## src/rtl/corelet_inst_seq.sv

```systemverilog
// Instruction sequencer for one corelet. It steps a WS or OS conv layer through
// L0/IFIFO fills, PE execution, OFIFO drain and, in WS mode, SFP accumulation.
module corelet_inst_seq #(
    parameter int row   = 8,
    parameter int col   = 8,
    parameter int KIJ   = 9,
    parameter int NIJ   = 36,
    parameter int AW    = 11,
    parameter int WBASE = 128,
    parameter int OBASE = 1024
) (
    input  logic          clk,
    input  logic          reset,
    input  logic          start,
    input  logic          mode,
    input  logic          l0_full,
    input  logic          ififo_full,
    input  logic          ofifo_valid,
    output logic [34:0]   inst,
    output logic          xmem_cen,
    output logic [AW-1:0] xmem_addr,
    output logic          pmem_cen,
    output logic          pmem_wen,
    output logic [AW-1:0] pmem_addr,
    output logic          busy,
    output logic          done
);
    localparam int CW = 16;
    localparam logic [CW-1:0] ROW_C   = CW'(row);
    localparam logic [CW-1:0] COL_C   = CW'(col);
    localparam logic [CW-1:0] KIJ_C   = CW'(KIJ);
    localparam logic [CW-1:0] NIJ_C   = CW'(NIJ);
    localparam logic [CW-1:0] WBASE_C = CW'(WBASE);
    localparam logic [CW-1:0] OBASE_C = CW'(OBASE);

    typedef enum logic [3:0] {
        S_IDLE,
        S_W_FILL,
        S_W_LOAD,
        S_A_FILL,
        S_A_EXE,
        S_O_DRAIN,
        S_ACC,
        S_OS_FILL,
        S_OS_EXE,
        S_DONE
    } state_t;

    state_t        state;
    logic          mode_q;
    logic          pend_act;
    logic          fill_stall;
    logic [CW-1:0] kij;
    logic [CW-1:0] cnt;
    logic [CW-1:0] sub;
    logic [CW-1:0] fill_len;
    logic [CW-1:0] fill_addr;
    logic [CW-1:0] drain_len;
    logic [CW-1:0] drain_addr;
    logic [CW-1:0] acc_addr;

    // OS fills alternate weight (even cnt) and activation (odd cnt) reads.
    always_comb begin
        fill_len   = NIJ_C;
        fill_addr  = cnt;
        fill_stall = l0_full;
        case (state)
            S_W_FILL: begin
                fill_len  = COL_C;
                fill_addr = WBASE_C + kij * COL_C + cnt;
            end
            S_OS_FILL: begin
                fill_len   = COL_C << 1;
                fill_addr  = cnt[0] ? kij * ROW_C + (cnt >> 1)
                                    : WBASE_C + kij * COL_C + (cnt >> 1);
                fill_stall = l0_full | ififo_full;
            end
            default: ;
        endcase
        drain_len  = mode_q ? ROW_C : NIJ_C;
        drain_addr = (mode_q ? OBASE_C : kij * NIJ_C) + sub;
        acc_addr   = cnt * NIJ_C + sub;
    end

    always_ff @(posedge clk or posedge reset) begin
        if (reset) begin
            state     <= S_IDLE;
            inst      <= '0;
            xmem_cen  <= 1'b1;
            xmem_addr <= '0;
            pmem_cen  <= 1'b1;
            pmem_wen  <= 1'b1;
            pmem_addr <= '0;
            busy      <= 1'b0;
            done      <= 1'b0;
            mode_q    <= 1'b0;
            pend_act  <= 1'b0;
            kij       <= '0;
            cnt       <= '0;
            sub       <= '0;
        end else begin
            inst     <= '0;
            inst[34] <= mode_q;
            xmem_cen <= 1'b1;
            pmem_cen <= 1'b1;
            pmem_wen <= 1'b1;
            done     <= 1'b0;
            case (state)
                S_IDLE: begin
                    inst[34] <= 1'b0;
                    if (start) begin
                        mode_q   <= mode;
                        inst[34] <= mode;
                        busy     <= 1'b1;
                        kij      <= '0;
                        cnt      <= '0;
                        sub      <= '0;
                        state    <= mode ? S_OS_FILL : S_W_FILL;
                    end
                end
                // A read issued last cycle is always written now, even while stalled.
                S_W_FILL, S_A_FILL, S_OS_FILL: begin
                    assert ((fill_addr >> AW) == '0);
                    inst[2] <= ~xmem_cen && (state != S_OS_FILL || pend_act);
                    inst[4] <= ~xmem_cen && state == S_OS_FILL && !pend_act;
                    if (cnt < fill_len) begin
                        if (!fill_stall) begin
                            xmem_cen  <= 1'b0;
                            xmem_addr <= AW'(fill_addr);
                            pend_act  <= cnt[0];
                            cnt       <= cnt + 1'b1;
                        end
                    end else if (xmem_cen) begin
                        cnt   <= '0;
                        state <= (state == S_W_FILL) ? S_W_LOAD :
                                 (state == S_A_FILL) ? S_A_EXE  : S_OS_EXE;
                    end
                end
                S_W_LOAD: begin
                    if (cnt < COL_C) begin
                        inst[3] <= 1'b1;
                        inst[0] <= 1'b1;
                    end
                    if (cnt == COL_C + ROW_C + COL_C - 1'b1) begin
                        cnt   <= '0;
                        state <= S_A_FILL;
                    end else begin
                        cnt <= cnt + 1'b1;
                    end
                end
                S_A_EXE: begin
                    inst[3] <= 1'b1;
                    inst[1] <= 1'b1;
                    if (cnt == NIJ_C - 1'b1) begin
                        cnt   <= '0;
                        sub   <= '0;
                        state <= S_O_DRAIN;
                    end else begin
                        cnt <= cnt + 1'b1;
                    end
                end
                S_OS_EXE: begin
                    if (cnt < ROW_C) begin
                        inst[3] <= 1'b1;
                        inst[1] <= 1'b1;
                    end
                    if (cnt == ROW_C + ROW_C + COL_C - 1'b1) begin
                        cnt <= '0;
                        sub <= '0;
                        if (kij < KIJ_C - 1'b1) begin
                            kij   <= kij + 1'b1;
                            state <= S_OS_FILL;
                        end else begin
                            state <= S_O_DRAIN;
                        end
                    end else begin
                        cnt <= cnt + 1'b1;
                    end
                end
                // cnt counts OFIFO reads, sub counts PMEM writes trailing them by a cycle.
                S_O_DRAIN: begin
                    assert ((drain_addr >> AW) == '0);
                    if (inst[6]) begin
                        pmem_cen  <= 1'b0;
                        pmem_wen  <= 1'b0;
                        pmem_addr <= AW'(drain_addr);
                        sub       <= sub + 1'b1;
                    end
                    if (cnt < drain_len) begin
                        if (ofifo_valid) begin
                            inst[6] <= 1'b1;
                            cnt     <= cnt + 1'b1;
                        end
                    end else if (sub == drain_len) begin
                        cnt <= '0;
                        sub <= '0;
                        if (mode_q) begin
                            done  <= 1'b1;
                            busy  <= 1'b0;
                            state <= S_DONE;
                        end else if (kij < KIJ_C - 1'b1) begin
                            kij   <= kij + 1'b1;
                            state <= S_W_FILL;
                        end else begin
                            state <= S_ACC;
                        end
                    end
                end
                // Per output pixel: KIJ partial-sum reads, then one write of the sum.
                S_ACC: begin
                    assert ((acc_addr >> AW) == '0 && ((OBASE_C + sub) >> AW) == '0);
                    inst[33] <= ~pmem_cen && pmem_wen;
                    if (sub == NIJ_C) begin
                        done  <= 1'b1;
                        busy  <= 1'b0;
                        state <= S_DONE;
                    end else if (cnt < KIJ_C) begin
                        pmem_cen  <= 1'b0;
                        pmem_addr <= AW'(acc_addr);
                        cnt       <= cnt + 1'b1;
                    end else begin
                        pmem_cen  <= 1'b0;
                        pmem_wen  <= 1'b0;
                        pmem_addr <= AW'(OBASE_C + sub);
                        cnt       <= '0;
                        sub       <= sub + 1'b1;
                    end
                end
                S_DONE: begin
                    inst[34] <= 1'b0;
                    state    <= S_IDLE;
                end
                default: state <= S_IDLE;
            endcase
        end
    end
endmodule
```

## config.mk

```make
export PLATFORM = sky130hd
export DESIGN_NAME = corelet_inst_seq
export DESIGN_NICKNAME = d
export VERILOG_FILES = /design/src/rtl/corelet_inst_seq.sv
export SDC_FILE = /design/constraint.sdc
export NUM_CORES = 1
export LEC_CHECK = 0
export BUFFER_PORTS_ARGS = -buffer_cell sky130_fd_sc_hd__buf_2
export CORE_MARGIN = 2
export CORE_UTILIZATION = 55
export DETAILED_ROUTE_END_ITERATION = 6
export PLACE_DENSITY = 0.79
export SLEW_MARGIN = 10
export SYNTH_ARGS = -nofsm -noshare
export SYNTH_HDL_FRONTEND = slang
export SYNTH_SLANG_ARGS = --single-unit
```

## constraint.sdc

```tcl
create_clock -name clk -period 7.7 [get_ports clk]
set_clock_uncertainty 0.15 [all_clocks]
set_input_delay 0.77 -clock clk [delete_from_list [all_inputs] [get_ports clk]]
set_output_delay 0.77 -clock clk [all_outputs]
set_load 0.05 [all_outputs]
```

Word-level counts from Yosys, hierarchy flattened
Index checks and enable logic that the tools add are counted.
W data, S select, Z words.

storage, ports and cells
  register bits after elaboration = 89
  output and inout port bits = 62

operators by class
  $add $sub $neg = 10
  order comparisons = 5
  reduce and logical (&&, ||, !) cells = 22
  multiply operators = 2
  equal/unequal tests = 32
  muxes and demuxes = 83
  bitwise logic cells = 4

operator list
  cell                      number
  $mux W16                  23
  $pmux W16 S6              1
  $pmux W16 S5              1
  $add A11 B11 Y11          5
  $mux W11                  5
  $add A16 B1 Y16 const B   3
  $lt A16 B4 Y1 const B     3
  $mux W4                   12
  $pmux W16 S3              1
  $pmux W11 S2              2
  $eq A16 B6 Y1 const B     2
  $lt A16 B6 Y1             2
  $mul A16 B4 Y9 const B    2
  $ne A2 B2 Y1 const B      14
  $pmux W4 S7               1
  $mux W1                   25
  $reduce_and A6 Y1         3
  $eq A16 B5 Y1 const B     1
  $eq A16 B6 Y1             1
  $eq A4 B3 Y1 const B      4
  $ne A3 B3 Y1 const B      4
  $pmux W1 S2               6
  $pmux W6 S2               1
  $add A11 B11 Y11 const A  1
  25 further kinds          35

Depth between registers and ports, before layout
Gate-level depths: netlist of run 1.

  depth in word-level cells = 6
  mapped depth = 13
  mapped depth without buffers = 12

Worst setup path after synthesis of run 1
Ideal clock, no wire load.

  path type = register -> register
  start = register state[2]
  end = register cnt[5]
  library setup time = 104 ps
  required time = 7446 ps
  arrival time = 3169 ps
  clock period less this slack = 3423 ps
  stages on the path, launching flop included = 14
  setup slack = 4277 ps
  cells stage by stage = dfrtp_1 -> clkbuf_1 -> clkbuf_1 -> nor3_1 -> inv_1 -> ha_1 -> a21o_1 -> a31oi_1 -> o211ai_1 -> mux2_2 -> o211ai_2 -> clkbuf_1 -> o21ai_0 -> o41ai_2

between the ends
  cells in the longest elaborated chain, start to end = 5
  elaborated cells on any way between the ends = 24
  those cells by class = 1 x order compare; 14 x eq/ne; 4 x mux; 5 x reduce/logical

ends and longest elaborated chain
  what                                                                line     RTL
  from (decl)                                                         49       state_t state;
  from (signal assigned)                                              118      state <= mode ? S_OS_FILL : S_W_FILL;
  from (signal assigned)                                              135      state <= (state == S_W_FILL) ? S_W_LOAD :
  $eq A4 B3 Y1 or $eq A4 B1 Y1 (tied branches)                        67, 108
  $pmux W6 S2                                                         67       case (state)
  $lt A16 B6 Y1                                                       126      if (cnt < fill_len) begin
  $ne A3 B3 Y1 (no source line) or $mux W16 (tied branches)           n/a
  $reduce_and A7 Y1 (no source line) or $pmux W16 S6 (tied branches)  n/a
  to (signal assigned)                                                131      cnt <= cnt + 1'b1;
  to (signal assigned)                                                148      cnt <= cnt + 1'b1;
  to (signal assigned)                                                159      cnt <= cnt + 1'b1;
  to (decl)                                                           54       logic [CW-1:0] cnt;

Several ways; a longest one is shown, not always the timed one.
A chain may end at the register's enable or synchronous reset.

Final worst setup path of run 1
  start = register state[2]
  end = register state[2]

between the ends
  cells in the longest elaborated chain, start to end = 6
  elaborated cells on any way between the ends = 27
  those cells by class = 1 x order compare; 17 x eq/ne; 6 x mux; 3 x reduce/logical

ends and longest elaborated chain
  what
  branches (longest 6 deep; another with $lt A16 B6 Y1)

Several ways; the timed one is not identified. The select of a mux whose other input is x is not followed.

==> metrics.txt, run 1 <==
worst-case vdd ir drop=between 0.15 and 0.2 mV; Avg Cell Area, Syn=just under 9 sq um; Post-CTS Setup Bufs=0; Fmax=approximately 0.22 GHz; RSZ-0062 raised after global routing=false; routability congestion estimate=0.982; I/O pin count=just under 70; Core Rows=40; critical path required time=7.80 ns; fin. max-slew vios=0; status=complete, no violations; Max Root-Sink Buffers=2; final setup TNS=0 ns; Rel. slew slack=a little over a fifth; slew of the pin with the lowest slew margin=between 1 and 1.5 ns; aggregate routed wire length=around 18000 microns; Nets=between 800 and 900; #FFs+latches synth=89; Worst Hold Class=in2async; main flop type after synthesis=dfrtp_1; Critical R2R Capture=state[2]; Post-synth ARST share=100%; HPWL after DPL=13100 microns; Post-synth EDFFs=0; Root Buffer=clkbuf_16; worst skew pair latency=0.36 ns; sequential area share after synthesis=roughly 32%; Remaining Overflow, GRT=0; Die Wd=116 microns; Worst-path clk slew=0.07 ns; Final setup viols=0; Detailed Route Iter0 Violations=roughly 560; htree depth=3; initial antenna violation count=0; Final WS setup=roughly 3.2 ns; first-pass GRT wire length=slightly below 30000 microns; Sink Count=a little under 90; period utilisation layout=approximately three fifths; top post-synthesis cells by area=dfrtp_1, ha_1, o21ai_0; share of cells above drive strength 1=a little under an eighth; Worst EP arrival=~4.6 ns; r2r setup slk=3.21 ns; Fin Hold WS=between 0.2 and 0.3 ns; Wirelength per Cell=~18 microns; Setup CP Type=reg2reg; total power=2140 uW; Yosys top cell by area=dfrtp_1; Synth cell types=70; CTS tree=built; Vias=between 6000 and 7000; CTS buffer count=9; remaining antenna violation count=0; DR vias/cell=slightly above 6; Synth-to-Final Area Change=6.84%; startpoint type of the worst setup path=register; Initial Util=a little under three fifths; Fillers=roughly 1100; Diodes inserted=0; Die Area=13500 sq um; core area=approximately 12000 sq um; Tmin final=4.49 ns; Syn. warnings=0; r2r worst-path depth=10; Leak Pwr=roughly 0.0036 uW; post-synth top area share=between 30% and 40%; Worst setup EP type=register; total iterations of the first detailed-routing run=7; Setup WS pre-CTS=3.38 ns; I/O Buffers=41; Die Span Y=116 microns; worst reg2reg path startpoint=state[2]; Hold Buf Count CTS=0; Post-Synthesis Cell Area=slightly below 7000 sq um; GRT Total Usage=between 20% and 30%; worst-path maximum fanout=19; CTS resizes=0; largest net degree at the start of global routing=57; power density over the cells=about 290 nW/um^2; max-cap viol count=0; Syn Inst Count=791; drc violations=0; number of global-route vias before repair=around 6000; final hold vios=0
metal layers:
layer,share of wire (%),routed length [microns],vias up,global-route usage [%]
met5,0,0,-,0
met4,3.0,538,0,10.8
met3,5.6,1000,46,4.93
met2,49,8710,247,47.3
met1,42,7520,2896,34.8
li1,-,-,2850,-
critical path: stages (launching register included):
cell      delay [ns]
dfrtp_1         0.73
nand2b_1        0.33
nor2_1          0.79
inv_1           0.25
ha_1            0.35
nand2_1         0.06
o211ai_1        0.25
o22a_1          0.46
nor4b_2         0.59
o21ai_0         0.20
a21o_1          0.22
where the power goes:
group	total [uW]	switching, uW	internal [uW]
Combinational	1010	706	307
Clock	464	201	263
Sequential	661	117	543
layout by cell type, fill, tap and decap left out, drive strengths merged, types with 8 or more instances in the layout:
cell / n
a21boi: 8
a21o: 13
a21oi: 58
a31oi: 11
and2: 11
and3: 14
buf: 45
clkbuf: 11
conb: 27
dfrtp: 86
ha: 60
inv: 25
nand2: 67
nand2b: 14
nand3: 27
nor2: 52
nor2b: 14
nor3: 22
nor4: 9
o21ai: 66
o31ai: 16
or2: 8
xnor2: 29
xor2: 10
cell usage after synthesis, types with 11 or more instances:
library cell,n
nor2b_1,14
a31oi_1,11
nand2_1,67
a21o_1,13
o21ai_0,66
ha_1,60
a21oi_1,58
nor2_1,52
inv_1,24
and2_1,11
dfrtp_1,86
and3_1,14
nand3_1,27
xnor2_1,29
clkbuf_1,32
nor3_1,22
nand2b_1,14
buf_4,27
per-stage QoR:
| step | instance area (sq um) | std cells | util, % |
|---|---|---|---|
| after floorplan | 7010 | 817 | - |
| after global placement | 7080 | 964 | 58.2 |
| after detailed placement | 7080 | 964 | 58.2 |
| after CTS | 7390 | 980 | 60.7 |
| after global routing | 7390 | 980 | 60.7 |
| final | 7390 | 980 | 60.7 |
logic make-up after synthesis:
group                    after synthesis  share of synthesized area (%)
AND/OR/NAND/NOR                      267                           20.0
AO/OA/AOI/OAI                        226                           21.2
buffers and inverters                 90                           6.73
flip-flops                            89                           32.3
adder cells (fa/ha/maj)               66                           12.6
XOR/XNOR                              40                           5.27
multiplexers                          12                           1.85
other                                  1                         0.0542
final cells by class:
cell class	count	area [sq um]	share of cell area, %
Tap cell	168	210	2.85
Multi-Input combinational cell	638	4310	58.4
Clock buffer	11	243	3.29
Sequential cell	89	2230	30.2
Inverter	24	91.3	1.24
Clock inverter	5	61.3	0.830
Timing Repair Buffer	45	235	3.18
worst max path at each step:
stage,from,to,cells after the start
after floorplan,state[2],cnt[5],13
after global placement,state[2],cnt[5],10
after detailed placement,state[2],cnt[7],10
after CTS,state[2],state[2],10
after global routing,state[2],state[2],10
final,state[2],state[2],10
state kept, by name, summed over array words and instances (netlist names):
signal	count
busy	1
cnt	16
done	1
inst	8
kij	16
mode_q	1
pend_act	1
pmem_addr	11
pmem_cen	1
pmem_wen	1
state	4
sub	16
xmem_addr	11
xmem_cen	1
Power figures use the tool's default switching activity.
==> run 2, diff against run 1 <==
==> constraint.sdc (replaced) <==
create_clock -name clk -period 4.48 [get_ports clk]
set_clock_uncertainty 0.15 [all_clocks]
set_input_delay 0.448 -clock clk [delete_from_list [all_inputs] [get_ports clk]]
set_output_delay 0.448 -clock clk [all_outputs]
set_load 0.05 [all_outputs]
==> run 2 against run 1 <==
Worst hold slack got worse by 0.23 ns. Maximum frequency rose by 13%. Critical path depth rose by 1. Die area did not move. Sequential power rose by 69%. Via count rose by 0.50%. Largest cell class unchanged. Final area rose by 0.63%. Combinational power rose by 77%. Final cell count rose by 0.61%. Routed wire length rose by 0.42%.
==> metrics.txt, run 2 (synthesis gave the netlist of run 1 again) <==
status=complete, no violations (unchanged); startpoint type of the worst setup path=register (unchanged); GRT Total Usage=27.7% (was 27.6%); GRT met3 Usage=3.32% (was 4.93%); initial antenna violation count=0 (unchanged); worst-path maximum fanout=19 (unchanged); worst reg2reg path startpoint=state[2] (unchanged); first-pass GRT wire length=29600 microns (was 29200 microns); Final Non-Filler Cells=986 (was 980); routability congestion estimate=0.910 (was 0.982); HPWL after DPL=13400 microns (was 13100 microns); critical path required time=4.57 ns (was 7.80 ns); final core utilization=61.1% (was 60.7%); multi-input logic area=4310 sq um (unchanged); worst skew pair latency=0.35 ns (was 0.36 ns); top flop regs=cnt x16, kij x16, sub x16 (unchanged); CP Capture Point=state[2] (unchanged); Critical R2R Capture=state[2] (unchanged); Comb pwr share=48.3% (was 47.4%); CTS buffer count=9 (unchanged); r2r worst-path depth=11 (was 10); largest net degree at the start of global routing=46 (was 57); number of global-route vias before repair=5950 (was 5873); Fmax=0.252 GHz (was 0.223 GHz); met2 Use GR=47.2% (was 47.3%); RSZ-0062 raised after global routing=false (unchanged); CTS resizes=0 (unchanged); drc violations=0 (unchanged); core area=12200 sq um (unchanged); final setup TNS=0 ns (unchanged); Reg power frac=30.1% (was 30.9%); total power=3710 uW (was 2140 uW); Initial Util=56.8% (unchanged); Worst Setup SP=state[2] (unchanged); Reg area=2230 sq um (unchanged); r2r setup slk=0.51 ns (was 3.21 ns); Hold Buf Count CTS=0 (unchanged); Worst-path clk slew=0.06 ns (was 0.07 ns); share of cells above drive strength 1=11.7% (was 11.5%); total iterations of the first detailed-routing run=5 (was 7); Diodes inserted=0 (unchanged); Worst Hold Class=in2async (unchanged); remaining antenna violation count=0 (unchanged); Root Buffer=clkbuf_16 (unchanged); Detailed Route Iter0 Violations=476 (was 559); Worst EP arrival=4.06 ns (was 4.59 ns); commonest cells after routing, fill and taps aside=dfrtp_1, nand2_1, o21ai_0 (unchanged); Worst setup EP type=register (unchanged); NetSw=1750 uW (was 1020 uW); max-cap viol count=0 (unchanged); I/O Buffers=41 (unchanged); worst-case vdd ir drop=0.287 mV (was 0.185 mV); Rel. slew slack=46.1% (was 21.0%); Sink Count=89 (unchanged); Die Wd=116 microns (unchanged); Synth-to-Final Area Change=7.51% (was 6.84%); most common cell after layout, fill and taps aside=dfrtp_1 (unchanged); Max Root-Sink Buffers=2 (unchanged); htree depth=3 (unchanged); grt met1 use=36.6% (was 34.8%); DR vias/cell=6.16 (about the same); Nets=886 (was 880); aggregate routed wire length=17800 microns (about the same); Core Rows=40 (unchanged); I/O pin count=69 (unchanged); switching part of the total power=47.0% (was 47.9%); Tmin final=3.97 ns (was 4.49 ns); placed cell count=970 (was 964); Fillers=1070 (was 1062); Clk network pwr share=21.6% (was 21.7%); Leak Pwr=0.00366 uW (was 0.00363 uW); Wirelength per Cell=18.1 microns (about the same); Setup CP Type=reg2reg (unchanged); Vias=6069 (was 6039); Remaining Overflow, GRT=0 (unchanged); Die Area=13500 sq um (unchanged); Final setup viols=0 (unchanged); Post-CTS Setup Bufs=0 (unchanged); slew of the pin with the lowest slew margin=0.808 ns (was 1.18 ns); fin. max-slew vios=0 (unchanged); power density over the cells=500 nW/um^2 (was 289 nW/um^2); final hold vios=0 (unchanged); Internal=1970 uW (was 1110 uW); Die Span Y=116 microns (unchanged); period utilisation layout=88.7% (was 58.4%); CTS tree=built (unchanged); Most Used Layer, Global Route=met2 (unchanged)
==> run 2: changes by cell type in the layout (fill, tap and decap cells not counted) <==
cell / change
clkbuf_8: -1
clkbuf_1: +3
inv_6: -2
buf_4: +6
bufinv_16: +1
clkinv_4: -1
==> run 2: metal layers <==
metal  share of wire [%]  up-vias
met1                  44     2942
met2                  49      230
met4                 2.5        0
li1                    -     2861
met5                   0        -
met3                 4.8       36
==> run 2: per-stage QoR <==
stage	hold WS [ns]	setup slack, ns	area, sq um
3_3_place_gp	0.303	0.670	7130
3_5_place_dp	0.304	0.650	7130
4_1_cts	0.0996	0.595	7430
6_report	0.0657	0.507	7430
5_1_grt	0.133	0.190	7430
2_1_floorplan	0.285	1.06	7010
==> run 2: worst min-delay path by stage <==
stage | startpoint | cells past startpoint | slack [ns] | end
3_5_place_dp | pend_act | 1 | 0.30 | inst[4]
4_1_cts | reset | 2 | 0.1 | pmem_addr[10]
6_report | reset | 2 | 0.07 | pmem_addr[10]
3_3_place_gp | pend_act | 1 | 0.30 | inst[4]
5_1_grt | reset | 2 | 0.13 | pmem_addr[10]
2_1_floorplan | pend_act | 1 | 0.28 | inst[4]
==> run 2: power by group through the flow <==
| stage | Clock (uW) | Combinational, uW | Sequential [uW] |
|---|---|---|---|
| 5_1_grt | 850 | 1960 | 1130 |
| 6_report | 804 | 1790 | 1120 |
| 4_1_cts | 813 | 1780 | 1110 |
| 3_3_place_gp | 0 | 1740 | 1110 |
| 3_5_place_dp | 0 | 1770 | 1120 |
| 2_1_floorplan | 0 | 1200 | 1310 |
==> run 2: worst max-delay path, cell delays in order, from the launching register on <==
cell and delay, ns:
dfrtp_1 0.71, nand2b_1 0.36, nor2_1 0.18, buf_4 0.22
inv_1 0.11, ha_1 0.28, nand2_1 0.05, o211ai_1 0.24
o22a_1 0.49, nor4b_2 0.64, o21ai_0 0.20, a21o_1 0.22
==> run 2: final cells by class <==
class | instances | share of cell area [%]
flip-flops and latches | 89 | 30.0
inverters | 24 | 1.23
multi-input cells | 638 | 58.0
clock buffers | 13 | 3.23
well taps | 168 | 2.83
clock inverters | 3 | 0.875
repair buffers | 51 | 3.77
==> run 3, diff against run 2 <==
--- a/config.mk
+++ b/config.mk
@@ -5,11 +5,11 @@
 export SDC_FILE = /design/constraint.sdc
 export NUM_CORES = 1
 export LEC_CHECK = 0
-export BUFFER_PORTS_ARGS = -buffer_cell sky130_fd_sc_hd__buf_2
 export CORE_MARGIN = 2
 export CORE_UTILIZATION = 55
 export DETAILED_ROUTE_END_ITERATION = 6
-export PLACE_DENSITY = 0.79
+export DONT_BUFFER_PORTS = 1
+export PLACE_DENSITY = 0.74
 export SLEW_MARGIN = 10
 export SYNTH_ARGS = -nofsm -noshare
 export SYNTH_HDL_FRONTEND = slang
==> run 3 against run 2 <==
Largest cell class unchanged. The run now ends with design-rule violations left. Sequential share of layout area is 0.83 points higher. Highest routed layer unchanged. Core utilization decreased by 1.6 points. Via count fell by 3.9%. Die area did not move. Sequential power rose by 25%. Largest power group unchanged. Global-route usage down 0.30 points.
==> metrics.txt, run 3 (synthesis gave the netlist of run 1 again) <==
CTS resizes=0 (unchanged); worst-case vdd ir drop=0.284 mV (was 0.287 mV); Worst setup EP type=register (unchanged); Leak Pwr=0.00346 uW (was 0.00366 uW); Synth-to-Final Area Change=4.63% (was 7.51%); Fin Hold WS=0.0113 ns (was 0.0657 ns); Nets=845 (was 886); Detailed Route Iter0 Violations=488 (was 476); Die Span Y=116 microns (unchanged); Wirelength per Cell=18.5 microns (was 18.1 microns); Clk network pwr share=22.0% (was 21.6%); Tmin final=3.97 ns (about the same); Setup CP Type=reg2reg (unchanged); Fmax=0.252 GHz (about the same); slew of the pin with the lowest slew margin=1.01 ns (was 0.808 ns); worst skew pair latency=0.36 ns (was 0.35 ns); Root Buffer=clkbuf_16 (unchanged); Die Wd=116 microns (unchanged); HPWL after DPL=12900 microns (was 13400 microns); total power=3630 uW (was 3710 uW); Critical-path top delay cell=dfrtp_1 (unchanged); CTS tree=built (unchanged); Post-CTS Setup Bufs=0 (unchanged); critical path required time=4.54 ns (was 4.57 ns); status=finished, violations left (was complete, no violations); Worst-path clk slew=0.07 ns (was 0.06 ns); crit-path cells=nand2b_1 > nor2_1 > buf_4 > inv_1 > ha_1 > nand2_1 > o211ai_1 > mux2_2 > o211ai_2 > or2_4 > o21ai_0 (was nand2b_1 > nor2_1 > buf_4 > inv_1 > ha_1 > nand2_1 > o211ai_1 > o22a_1 > nor4b_2 > o21ai_0 > a21o_1); Rel. slew slack=32.9% (was 46.1%); r2r setup slk=0.51 ns (about the same); Vias=5833 (was 6069); fin. max-slew vios=0 (unchanged); Hold Buf Count CTS=0 (unchanged); Remaining Overflow, GRT=0 (unchanged); htree depth=3 (unchanged); drc violations=6 (was 0); Worst Hold Class=in2async (unchanged); startpoint type of the worst setup path=register (unchanged); initial antenna violation count=0 (unchanged); Comb pwr share=39.6% (was 48.3%); share of cells above drive strength 1=7.59% (was 11.7%); switching part of the total power=48.4% (was 47.0%); Internal=1870 uW (was 1970 uW); worst-path maximum fanout=19 (unchanged); Max Root-Sink Buffers=2 (unchanged); remaining antenna violation count=0 (unchanged); Worst EP arrival=4.04 ns (was 4.06 ns); Worst Setup SP=state[2] (unchanged); max incr delay on CP=0.72 ns (was 0.71 ns); I/O Buffers=0 (was 41); first-pass GRT wire length=29100 microns (was 29600 microns); GRT Total Usage=27.4% (was 27.7%); worst reg2reg path startpoint=state[2] (unchanged); number of global-route vias before repair=5704 (was 5950); core area=12200 sq um (unchanged); Die Area=13500 sq um (unchanged); largest net degree at the start of global routing=57 (was 46); period utilisation layout=88.7% (about the same); final hold vios=0 (unchanged); Sink Count=89 (unchanged); power density over the cells=502 nW/um^2 (was 500 nW/um^2); most common cell after layout, fill and taps aside=dfrtp_1 (unchanged); Fillers=1074 (was 1070); total iterations of the first detailed-routing run=7 (was 5); Initial Util=56.8% (unchanged); max-cap viol count=0 (unchanged); top flop regs=cnt x16, kij x16, sub x16 (unchanged); final setup TNS=0 ns (unchanged); Diodes inserted=0 (unchanged); I/O pin count=69 (unchanged); DR vias/cell=6.17 (was 6.16); failing checks=design-rule violations; NetSw=1760 uW (was 1750 uW); aggregate routed wire length=17500 microns (was 17800 microns); RSZ-0062 raised after global routing=false (unchanged); Core Rows=40 (unchanged); CTS buffer count=9 (unchanged); routability congestion estimate=0.904 (was 0.910); Reg power frac=38.5% (was 30.1%); Final setup viols=0 (unchanged); commonest cells after routing, fill and taps aside=dfrtp_1, nand2_1, o21ai_0 (unchanged)
run 3: changes by cell type in the layout (fill, tap and decap cells not counted):
| cell | before | now |
|---|---|---|
| clkinvlp_4 | 0 | 1 |
| clkbuf_8 | 0 | 1 |
| clkinv_2 | 2 | 1 |
| bufinv_16 | 2 | 1 |
| inv_6 | 0 | 3 |
| clkbuf_1 | 4 | 0 |
| clkinv_4 | 0 | 1 |
| buf_2 | 41 | 0 |
run 3: worst paths after layout:
check | to | cells past startpoint
setup / recovery | cnt[9] | 11
hold / removal | kij[2] | 1
setup reg to reg | cnt[9] | 11
hold reg to reg | inst[4] | 1
max in group asynchronous | pmem_cen | 2
min in group clk | mode_q | 2
run 3: stage by stage:
step / instances / cell area, sq um / util, % / setup WS (ns)
floorplan: 817 / 7010 / - / 1.06
global placement: 929 / 6920 / 56.9 / 0.726
global route: 945 / 7230 / 59.5 / 0.232
CTS: 945 / 7230 / 59.5 / 0.559
detailed placement: 929 / 6920 / 56.9 / 0.593
finish: 945 / 7230 / 59.5 / 0.508
run 3: metal layers:
metal  wire length (microns)  track usage, %
met1                    7520            36.7
met2                    8390            45.1
met3                    1220            5.71
met4                     374            8.41
met5                       0               0
run 3: worst max-delay path: cells and delay by family (launching register included):
kind	cells	cell delay [ns]
AO/OA/AOI/OAI	3	0.99
AND/OR/NAND/NOR	4	0.96
flip-flops	1	0.72
multiplexers	1	0.39
buffers and inverters	2	0.33
adder cells (fa/ha/maj)	1	0.28
run 3: power by group through the flow:
| stage | logic (uW) | registers (uW) | clock network, uW |
|---|---|---|---|
| 4_1_cts | 1420 | 1390 | 804 |
| 3_3_place_gp | 1370 | 1400 | 0 |
| 6_report | 1440 | 1400 | 797 |
| 2_1_floorplan | 1200 | 1310 | 0 |
| 5_1_grt | 1610 | 1420 | 843 |
| 3_5_place_dp | 1410 | 1410 | 0 |
run 3: area by class of cell:
cell class                      count  area (sq um)  area share (%)
Clock buffer                       10           239            3.30
Clock inverter                      6          72.6            1.00
Tap cell                          168           210            2.91
Sequential cell                    89          2230            30.8
Timing Repair Buffer               10          75.1            1.04
Multi-Input combinational cell    638          4310            59.6
Inverter                           24          91.3            1.26
